**src/rtl/segment_descriptor_loader.sv**
```systemverilog
// Segment descriptor loader: fetches an 8-byte GDT/LDT descriptor, checks the limit and attributes,
// and fills a segment-register shadow cache that has a combinational read port.
module segment_descriptor_loader #(
  parameter int BUS_WIDTH = 32,
  parameter int SEG_COUNT = 6,
  parameter int SEG_IDX_W = $clog2(SEG_COUNT)
) (
  input  logic                 clock,
  input  logic                 reset_n,
  input  logic                 load_valid,
  output logic                 load_ready,
  input  logic [SEG_IDX_W-1:0] load_segment,
  input  logic [15:0]          load_selector,
  input  logic [31:0]          gdt_base,
  input  logic [31:0]          ldt_base,
  input  logic [15:0]          gdt_limit,
  input  logic [15:0]          ldt_limit,
  output logic                 mem_req,
  output logic [31:0]          mem_addr,
  input  logic                 mem_ack,
  input  logic [BUS_WIDTH-1:0] mem_rdata,
  output logic                 done_valid,
  output logic                 done_fault,
  output logic [7:0]           done_vector,
  output logic [15:0]          done_error_code,
  input  logic                 invalidate_all,
  input  logic [SEG_IDX_W-1:0] read_segment,
  output logic                 read_valid,
  output logic [31:0]          read_base,
  output logic [31:0]          read_limit,
  output logic [11:0]          read_attr
);

  localparam int          BEATS     = 64 / BUS_WIDTH;
  localparam logic [31:0] BYTE_STEP = 32'(BUS_WIDTH / 8);
  localparam logic [7:0]  VEC_GP    = 8'd13;
  localparam logic [7:0]  VEC_NP    = 8'd11;

  typedef enum logic [2:0] {S_IDLE, S_CHECK, S_FETCH, S_DECODE, S_DONE} state_t;

  state_t               r_state;
  logic                 r_load_ready;
  logic                 r_mem_req;
  logic [31:0]          r_mem_addr;
  logic                 r_done_valid;
  logic                 r_done_fault;
  logic [7:0]           r_done_vector;
  logic [15:0]          r_done_error_code;
  logic [15:0]          r_sel;
  logic [SEG_IDX_W-1:0] r_seg;
  logic [31:0]          r_tbase;
  logic [15:0]          r_tlimit;
  logic [1:0]           r_beat;
  logic [63:0]          r_desc;

  logic                 r_valid [SEG_COUNT];
  logic [31:0]          r_base  [SEG_COUNT];
  logic [31:0]          r_limit [SEG_COUNT];
  logic [11:0]          r_attr  [SEG_COUNT];

  function automatic logic [31:0] f_expand_limit(input logic [19:0] lim, input logic g);
    return g ? {lim, 12'hFFF} : {12'h000, lim};
  endfunction

  logic [12:0] w_index;
  logic        w_null;
  logic        w_over;
  logic        w_last;
  logic [15:0] w_err_code;
  logic [31:0] w_base;
  logic [31:0] w_limit;
  logic [11:0] w_attr;
  logic        w_unused;

  assign w_index    = r_sel[15:3];
  assign w_null     = (r_sel[15:2] == 14'd0);
  assign w_over     = ({1'b0, w_index, 3'b111} > {1'b0, r_tlimit});
  assign w_last     = (r_beat == 2'(BEATS - 1));
  assign w_err_code = {r_sel[15:2], 2'b00};
  assign w_base     = {r_desc[63:56], r_desc[39:32], r_desc[31:16]};
  assign w_limit    = f_expand_limit({r_desc[51:48], r_desc[15:0]}, r_desc[55]);
  assign w_attr     = {r_desc[55], r_desc[54], 1'b0, r_desc[52], r_desc[47],
                       r_desc[46:45], r_desc[44], r_desc[43:40]};
  assign w_unused   = ^{r_desc[53], r_sel[1:0]};

  assign load_ready      = r_load_ready;
  assign mem_req         = r_mem_req;
  assign mem_addr        = r_mem_addr;
  assign done_valid      = r_done_valid;
  assign done_fault      = r_done_fault;
  assign done_vector     = r_done_vector;
  assign done_error_code = r_done_error_code;

  always_comb begin
    read_valid = 1'b0;
    read_base  = 32'h0;
    read_limit = 32'h0;
    read_attr  = 12'h0;
    for (int i = 0; i < SEG_COUNT; i++) begin
      if (read_segment == SEG_IDX_W'(i)) begin
        read_valid = r_valid[i];
        read_base  = r_base[i];
        read_limit = r_limit[i];
        read_attr  = r_attr[i];
      end
    end
  end

  always_ff @(posedge clock) begin
    if (!reset_n) begin
      r_state           <= S_IDLE;
      r_load_ready      <= 1'b1;
      r_mem_req         <= 1'b0;
      r_mem_addr        <= 32'h0;
      r_done_valid      <= 1'b0;
      r_done_fault      <= 1'b0;
      r_done_vector     <= 8'h0;
      r_done_error_code <= 16'h0;
      r_beat            <= 2'd0;
      for (int i = 0; i < SEG_COUNT; i++) begin
        r_valid[i] <= 1'b0;
        r_base[i]  <= 32'h0;
        r_limit[i] <= 32'h0;
        r_attr[i]  <= 12'h0;
      end
    end else begin
      // Clear first so that a same-cycle entry write below takes precedence.
      if (invalidate_all) begin
        for (int i = 0; i < SEG_COUNT; i++) r_valid[i] <= 1'b0;
      end

      case (r_state)
        S_IDLE: begin
          if (load_valid) begin
            r_sel        <= load_selector;
            r_seg        <= load_segment;
            r_tbase      <= load_selector[2] ? ldt_base  : gdt_base;
            r_tlimit     <= load_selector[2] ? ldt_limit : gdt_limit;
            r_load_ready <= 1'b0;
            r_state      <= S_CHECK;
          end
        end

        S_CHECK: begin
          if (w_null) begin
            for (int i = 0; i < SEG_COUNT; i++) begin
              if (r_seg == SEG_IDX_W'(i)) r_valid[i] <= 1'b0;
            end
            r_done_valid <= 1'b1;
            r_state      <= S_DONE;
          end else if (w_over) begin
            r_done_valid      <= 1'b1;
            r_done_fault      <= 1'b1;
            r_done_vector     <= VEC_GP;
            r_done_error_code <= w_err_code;
            r_state           <= S_DONE;
          end else begin
            r_mem_req  <= 1'b1;
            r_mem_addr <= r_tbase + {16'h0, w_index, 3'b000};
            r_beat     <= 2'd0;
            r_state    <= S_FETCH;
          end
        end

        S_FETCH: begin
          if (mem_ack) begin
            for (int b = 0; b < BEATS; b++) begin
              if (r_beat == 2'(b)) r_desc[b*BUS_WIDTH +: BUS_WIDTH] <= mem_rdata;
            end
            if (w_last) begin
              r_mem_req <= 1'b0;
              r_state   <= S_DECODE;
            end else begin
              r_beat     <= r_beat + 2'd1;
              r_mem_addr <= r_mem_addr + BYTE_STEP;
            end
          end
        end

        S_DECODE: begin
          r_done_valid <= 1'b1;
          r_state      <= S_DONE;
          if (!r_desc[44]) begin
            r_done_fault      <= 1'b1;
            r_done_vector     <= VEC_GP;
            r_done_error_code <= w_err_code;
          end else if (!r_desc[47]) begin
            r_done_fault      <= 1'b1;
            r_done_vector     <= VEC_NP;
            r_done_error_code <= w_err_code;
          end else begin
            for (int i = 0; i < SEG_COUNT; i++) begin
              if (r_seg == SEG_IDX_W'(i)) begin
                r_valid[i] <= 1'b1;
                r_base[i]  <= w_base;
                r_limit[i] <= w_limit;
                r_attr[i]  <= w_attr;
              end
            end
          end
        end

        S_DONE: begin
          r_done_valid      <= 1'b0;
          r_done_fault      <= 1'b0;
          r_done_vector     <= 8'h0;
          r_done_error_code <= 16'h0;
          r_load_ready      <= 1'b1;
          r_state           <= S_IDLE;
        end

        default: r_state <= S_IDLE;
      endcase
    end
  end

endmodule
```
**config.mk**
```make
export PLATFORM = sky130hd
export DESIGN_NAME = segment_descriptor_loader
export DESIGN_NICKNAME = d
export VERILOG_FILES = /design/src/rtl/segment_descriptor_loader.sv
export SDC_FILE = /design/constraint.sdc
export NUM_CORES = 1
export LEC_CHECK = 0
export ABC_CLOCK_PERIOD_IN_PS = 8520
export CAP_MARGIN = 20
export CORE_ASPECT_RATIO = 1.1
export CORE_MARGIN = 10
export CORE_UTILIZATION = 57
export DETAILED_ROUTE_END_ITERATION = 16
export PLACE_DENSITY = 0.91
export REMOVE_ABC_BUFFERS = 1
export SLEW_MARGIN = 10
export SYNTH_ARGS = -nofsm -noshare
export SYNTH_HDL_FRONTEND = slang
export SYNTH_SLANG_ARGS = --single-unit
```
**constraint.sdc**
```tcl
create_clock -name clock -period 8.52 [get_ports clock]
set_input_delay 1.704 -clock clock [delete_from_list [all_inputs] [get_ports clock]]
set_output_delay 1.704 -clock clock [all_outputs]
set_load 0.01 [all_outputs]
```
---- Yosys cells after proc, flatten, opt, wreduce, memory -nomap -nowiden ----
Memories as Yosys holds them, arrays and structs flattened.
Index checks and enable logic that the tools add are counted.
storage, ports and cells
  bits in read-only memories .............. 0
  bits in latches ......................... 0
  logic and storage cells ................. 267
  memories ................................ 4
  output and inout bits ................... 137
  flip-flop bits (word level) ............. 196
  bits of input ports ..................... 155
  bits in writable memories ............... 456
operators by class
  $lt $le $gt $ge ......................... 1
  equal/unequal tests ..................... 24
  muxes and demuxes ....................... 167
  bitwise logic cells ..................... 36
  reduce and logical (&&, ||, !) cells .... 17
  add/sub/neg operators ................... 3
  shift-type cells ........................ 0
  multipliers ............................. 0
  divide/modulo/power cells ............... 0
memories
  name     depth  bits a word  rd ports  clocked after memory_dff  write ports  RTL line  RTL
  r_base   6      32           6         0                         6            57        logic [31:0] r_base [SEG_COUNT];
  r_limit  6      32           6         0                         6            58        logic [31:0] r_limit [SEG_COUNT];
  r_attr   6      11           6         0                         6            59        logic [11:0] r_attr [SEG_COUNT];
  r_valid  6      1            6         0                         6            56        logic r_valid [SEG_COUNT];
operators by type and width
  kind                                                              number
  32-bit 2-to-1 mux                                                 30
  1-bit 2-to-1 mux                                                  98
  16-bit 2-to-1 mux                                                 5
  12-bit 2-to-1 mux                                                 6
  11-bit 2-to-1 mux                                                 6
  32-bit one-hot mux with 2 select lines                            1
  16-bit one-hot mux with 3 select lines                            1
  1-bit OR                                                          36
  32-bit by 16-bit adder with 32-bit output                         1
  32-bit by 3-bit adder with 32-bit output (second input constant)  1
  8-bit 2-to-1 mux                                                  4
  8-bit one-hot mux with 3 select lines                             1
  3-bit by 2-bit == test with 1-bit output (second input constant)  6
  16-bit > comparator                                               1
  3-bit == test (second input constant)                             5
  3-bit 2-to-1 mux                                                  5
  14-bit logical NOT                                                1
  2-bit != test (second input constant)                             7
  3-bit one-hot mux with 4 select lines                             1
  4-bit AND reduction                                               3
  5-bit AND reduction                                               2
  3-bit by 1-bit == test with 1-bit output (second input constant)  3
  3-bit logical NOT                                                 3
  2-bit 2-to-1 mux                                                  4
  other kinds (11)                                                  17

---- Logic depth before layout (Yosys ltp) ----
Gate-level depths: netlist of run 1.
  depth in word-level cells ............... 8
  depth in mapped cells ................... 11
  mapped depth without buffers ............ 9

---- Least setup slack after synthesis of run 1 ----
OpenSTA, ideal clock, no wires.
  path type ............................... input-to-reg
  start ................................... input port reset_n
  end ..................................... register r_seg[0] (enable)
  path buffers ............................ 2
  stages .................................. 4
  library setup time ...................... 568 ps
  data required time ...................... 7952 ps
  setup slack ............................. 1318 ps
  data arrival time ....................... 6634 ps
  cells stage by stage .................... inv_1 -> clkbuf_1 -> buf_1 -> nor3_1
between the ends
  word-level cells in the longest chain between the ends .. 1
RTL lines
  what                                  RTL line  RTL
  start, declared                       9         input logic reset_n,
  3-bit AND reduction (no source line)  -
  end signal, assigned                  136       r_seg <= load_segment;
  end, declared                         50        logic [SEG_IDX_W-1:0] r_seg;
Every way passes these cells.
A chain may end at the register's enable or synchronous reset.

---- Worst setup path in the final report of run 1 ----
  start ................................... input port read_segment[0]
  end ..................................... output port read_limit[11]
between the ends
  word-level cells in the longest chain between the ends .. 7
  elaborated cells on any way between the ends .. 12
  those cells by class .................... eq/ne (5); mux (6); reduce/logical (1)
RTL lines
  what                            RTL line  RTL
  start, declared                 27        input logic [SEG_IDX_W-1:0] read_segment,
  3-bit logical NOT               100       if (read_segment == SEG_IDX_W'(i)) begin
  32-bit 2-to-1 mux (5 in a row)  100
  32-bit 2-to-1 mux (*)           100
  end, declared                   30        output logic [31:0] read_limit,
Every way passes the cells marked *; elsewhere a longest branch is shown, timed or not.

==> summary.txt, run 1 <==
Die W: 234.3 um
yosys warns: 0
Root Driver: clkbuf_16
Routed WL per cell: 24.79 um
crit path max fanout: 113
die height: 255.7 um
worst slew pin tran: 1112 ps
core area: 50040 um2
Mapped Cells: 2184
CTS tree: built
NumNets Final: 2610
EDFF count, synth: 579
most frequent cells in the layout: edfxtp_1, clkdlybuf4s50_1, and2_1
most common cell after layout, fill and taps aside: edfxtp_1
status: finished clean
RSZ-0062 raised after global routing: false
Iteration-0 DRC Markers: 2285
setup TNS: 0 ps
fin crit period: 5996 ps
clk slew on worst S/H paths: 60 ps
CP startpoint kind: primary input
largest net degree at the start of global routing: 114
Async S/R FF share, synth: 0
Setup Crit Path Kind: in2out
VDD IR max: 0.1901 mV
clock tree buffer depth: 3
Power Dens Cells: 205.2 nW/um2
CTS resizes: 0
CP arrival: 4290 ps
Hold Crit Class: reg2reg
flop2flop setup slack: 5010 ps
Synth cell types: 69
relative max-transition margin: 0.2588
drt first pass iters: 5
Die ar.: 59910 um2
postcts setup bufs: 0
max-cap violation count: 0
hold buffer count at CTS: 0
Tcrit/Tclk final: 0.7038
GPL Wtd Cong: 0.8600
flop and latch count out of synthesis: 642
vias after detailed routing: 19360
Critical Path End Type: output pin
DRC violations left: 0
Final Util: 0.6849
Initial Util: 0.5754
H-tree levels: 2
layout cells sized above 1: 0.1078
Syn Std Cell Area: 28790 um2
buffers added on ports: 282
post-route ant nets: 0
# diodes: 0
# IOs: 292
Post-Route WL: 77740 um
Via density: 6.175
Pwr Total: 7.032 mW
global router's overall resource usage: 0.2555
Critical Path RT: 6820 ps
initial antenna violation count: 7
clock latency on the worst-skew pair: 620 ps
max-slew violations: 0
prevailing post-synth register cell: edfxtp_1
Final Hold Viols: 0
leakage power: 12.96 nW
GRT overflow: 0
CTS Buf Count: 61
Post-DP HPWL: 45760 um
vias in the first global route: 20150
# setup viols final: 0
Mean Syn Cell Area: 13.18 um2
sequential area share after synthesis: 0.6477
Area Overhead vs Synth: 19.03%
Site Rows: 86
maximum clock frequency: 166.8 MHz
first-pass GRT wire length: 117700 um
worst clock skew: 15.07 ps
Sink Count: 642
registers in the layout, indices dropped and copies added, names as in the netlist:
name             count
r_base             192
r_limit            192
r_attr              66
r_desc              63
mem_addr            32
r_tbase             32
r_tlimit            16
done_error_code     14
r_sel               14
r_valid              6
done_vector          3
r_seg                3
r_state              3
r_beat               2
done_fault           1
done_valid           1
load_ready           1
mem_req              1
worst paths after layout:
path                                 from                     endpoint  cells past startpoint
setup reg to reg  r_state[1]$_SDFFE_PN0P_  r_limit[5][2]$_SDFFCE_PN0P_                      6
hold / removal    load_ready$_SDFFE_PN1P_      load_ready$_SDFFE_PN1P_                      2
hold reg to reg   load_ready$_SDFFE_PN1P_      load_ready$_SDFFE_PN1P_                      2
setup / recovery          read_segment[0]               read_limit[11]                      7
power breakdown:
| part | leakage (nW) | internal [mW] | switching [mW] | total [mW] |
|---|---|---|---|---|
| clock | 1.00 | 1.63 | 1.20 | 2.83 |
| combinational | 5.62 | 0.282 | 0.326 | 0.608 |
| sequential | 6.34 | 3.54 | 0.0596 | 3.60 |
kinds of logic (layout without fill, tap and decap cells):
kind of cell    Yosys count  count (layout)  synth area share
compound gates          268             268           0.06150
xor+xnor                 23              23          0.006997
fa+ha+maj                30              30           0.01330
buf+inv                 229             515           0.03281
flops                   642             642            0.6477
mux                     222             222           0.09883
other cells               1               7         0.0001303
simple gates            769             769            0.1387
through the flow:
step | hold WS, ps | cell area [um2] | instances | setup WS [ps]
2_1_floorplan | 431.9 | 28180 | 2044 | 1372
3_3_place_gp | 437.3 | 32180 | 3021 | 2519
3_5_place_dp | 436.4 | 32180 | 3021 | 2501
4_1_cts | 448.2 | 34240 | 3135 | 2452
5_1_grt | 477.5 | 34270 | 3136 | 2325
6_report | 452.9 | 34270 | 3136 | 2524
critical path, stage by stage:
cell and delay (ps):
buf_8 350, buf_12 590, mux2i_1 170, nor2_1 150, a21oi_1 60, o221ai_1 400, clkdlybuf4s50_1 630
area by class of cell:
cell class | instances | area, um2
clock buffer | 71 | 1574
clock inverter | 43 | 489.2
inverter | 83 | 311.5
tap | 660 | 825.8
timing repair buffer | 318 | 3115
sequential | 642 | 18650
fill | 3243 | 15770
multi-input combinational | 1319 | 9304
synth_stat cells, types with 4 or more instances:
cell	instances	area (um2)
nor2b_1	6	37.54
mux2_2	48	540.5
nor2_1	208	780.8
xor2_1	4	35.03
and4_1	5	43.79
buf_4	10	75.07
clkbuf_1	105	394.1
buf_2	14	70.07
a311oi_1	4	35.03
a21o_1	8	60.06
nand4_1	12	75.07
mux4_2	45	1013
o221a_2	6	67.56
and2_1	249	1558
dfxtp_1	63	1261
o32ai_1	4	35.03
inv_1	81	304.0
o22ai_1	58	362.9
a21oi_1	79	395.4
buf_1	13	48.80
nand2_1	123	461.7
nor4_1	10	62.56
nor3_1	14	70.07
and3_1	86	538.0
ha_1	29	362.9
mux2i_1	129	1291
o21ai_0	26	130.1
nor3b_1	7	52.55
edfxtp_1	579	17390
or3_1	6	37.54
a211oi_1	10	75.07
buf_6	4	45.04
nand2b_1	7	43.79
o221ai_1	32	280.3
a31oi_1	11	68.82
o211ai_1	6	45.04
nand3_1	23	115.1
xnor2_1	19	166.4
routing by layer:
metal  GRT usage  part of all wire  up-vias  wire length (um)
met5           0            0.0013        -               104
met4     0.09450             0.030       14              2345
met3     0.07448              0.11      189              8686
met2      0.4305              0.51     1198             39450
met1      0.3041              0.35     9451             27150
li1            -                 -     8512                 -
Power figures use the tool's default switching activity.
==> run 2, diff against run 1 <==
- ABC_CLOCK_PERIOD_IN_PS: 8520 -> 5300
- CORE_UTILIZATION: 57 -> 52
- PLACE_DENSITY: 0.91 -> 0.88
- clock period: 8.52 -> 5.3 ns (I/O delays scaled with it)
==> run 2 against run 1 <==
Compared with the run above: die area grew 8.8%; first-iteration DRC count shrank 13%; combinational power grew 64%; clock skew grew 18 ps; worst setup slack lost 1700 ps; core utilization shrank 5.5 points; non-clock buffer count grew 11; sequential power grew 61%; design area grew 0.80%; largest power group unchanged; count of clock-buffer cells in the layout grew 20.
==> summary.txt, run 2 (synthesis gave the netlist of run 1 again) <==
Tcrit/Tclk final: 0.8381
# fillers: 3932
GPL Wtd Cong: 0.9073
H-tree levels: 3
vias after detailed routing: 19540
relative max-transition margin: 0.2760
Post-Route WL: 79360 um
max-cap violation count: 0
clock tree buffer depth: 3
most frequent CP cell: buf_4
Slowest-stage cell, CP: clkdlybuf4s50_1
CTS resizes: 0
Initial Util: 0.5250
vias in the first global route: 20210
worst slew pin tran: 1076 ps
area of the multi-input gates: 9303 um2
GRT overflow: 0
Power Dens Cells: 327.5 nW/um2
core area: 54840 um2
most frequent cells in the layout: edfxtp_1, clkdlybuf4s50_1, and2_1
Area Overhead vs Synth: 19.98%
max-slew violations: 0
worst clock skew: 33.29 ps
setup TNS: 0 ps
Via density: 6.055
Layout Cells excl Fill: 3227
NumNets Final: 2626
most common cell after layout, fill and taps aside: edfxtp_1
Die W: 244.3 um
drt first pass iters: 6
global router's overall resource usage: 0.2364
Hold Crit Class: reg2reg
CTS Buf Count: 66
fin crit period: 4442 ps
Routed WL per cell: 24.59 um
Site Rows: 90
Reg area: 18650 um2
CP peak stage delay: 630 ps
Critical Path RT: 4240 ps
status: finished clean
Setup Crit Path Kind: in2out
Post-DP HPWL: 47900 um
Hold Path Depth: 2
# setup viols final: 0
first-pass GRT wire length: 117900 um
Sink Count: 642
clk slew on worst S/H paths: 60 ps
postcts setup bufs: 0
hold buffer count at CTS: 0
Final Hold Viols: 0
initial antenna violation count: 8
placed cell count: 3105
crit path max fanout: 17
Iteration-0 DRC Markers: 1999
Reg2Reg Depth: 9
DRC violations left: 0
leakage power: 13.03 nW
biggest regs: r_base: 192 flops, r_limit: 192 flops, r_attr: 66 flops
RSZ-0062 raised after global routing: false
Die ar.: 65190 um2
CP arrival: 3380 ps
Root Driver: clkbuf_16
buffers added on ports: 282
VDD IR max: 0.2143 mV
die height: 266.8 um
maximum clock frequency: 225.1 MHz
worst path bufs/invs: 3
CTS tree: built
CP startpoint kind: primary input
largest net degree at the start of global routing: 99
post-route ant nets: 0
critical path, cell by cell: buf_4 > and2_1 > buf_4 > a21oi_1 > o221ai_1 > clkdlybuf4s50_1
CP Depth: 6
layout cells sized above 1: 0.1092
# IOs: 292
clock latency on the worst-skew pair: 620 ps
Critical Path End Type: output pin
delay-heaviest family, CP: buffers and inverters
## run 2: cell count changes in the layout (fill, tap and decap cells not counted), sizes merged
cell,previous run,this run
buf,41,52
bufinv,10,3
clkbuf,71,91
clkinv,25,19
clkinvlp,4,3
diode,0,1
inv,87,84
## run 2: worst paths after layout
path	to	from	slack [ps]
max reg2reg	mem_addr[8]$_SDFFE_PN0P_	r_sel[7]$_DFFE_PP_	1950
min reg2reg	done_fault$_SDFFE_PN0P_	done_fault$_SDFFE_PN0P_	460
min	done_fault$_SDFFE_PN0P_	done_fault$_SDFFE_PN0P_	460
max	read_attr[11]	read_segment[1]	860
## run 2: power breakdown
| group | total [mW] | internal, mW | switching, mW |
|---|---|---|---|
| sequential | 5.79 | 5.69 | 0.0958 |
| combinational | 0.998 | 0.460 | 0.538 |
| clock | 4.53 | 2.57 | 1.96 |
## run 2: per-stage QoR
step                power (mW)  instance area [um2]  utilization  hold slack, ps  setup slack (ps)
floorplan                6.337                28180            -           431.9             -1613
global placement         6.844                32360       0.5901           437.4             904.7
global route             11.62                34540       0.6298           485.6             761.2
detailed placement       6.879                32380       0.5905           446.7             844.7
finish                   11.31                34540       0.6298           456.9             858.1
CTS                      11.36                34460       0.6283           459.1             849.4
## run 2: layout make-up
type / count / area share
Antenna cell: 1 / 0.00007245
Clock buffer: 91 / 0.05267
Clock inverter: 26 / 0.007462
Inverter: 83 / 0.009020
Multi-Input combinational cell: 1319 / 0.2693
Sequential cell: 642 / 0.5399
Tap cell: 736 / 0.02666
Timing Repair Buffer: 329 / 0.09491
## run 2: tightest hold or removal path, stage by stage (launching register included)
cell and delay [ps]:
dfxtp_1 310, inv_1 50, a21oi_1 50
## run 2: per-layer routing
metal  vias up  GRT usage  routed length (um)
li1       8537          -                   -
met1      9557     0.2783               28150
met2      1228     0.4040               39660
met3       200    0.06129                8527
met4        16     0.1023                2889
met5         -          0                 131
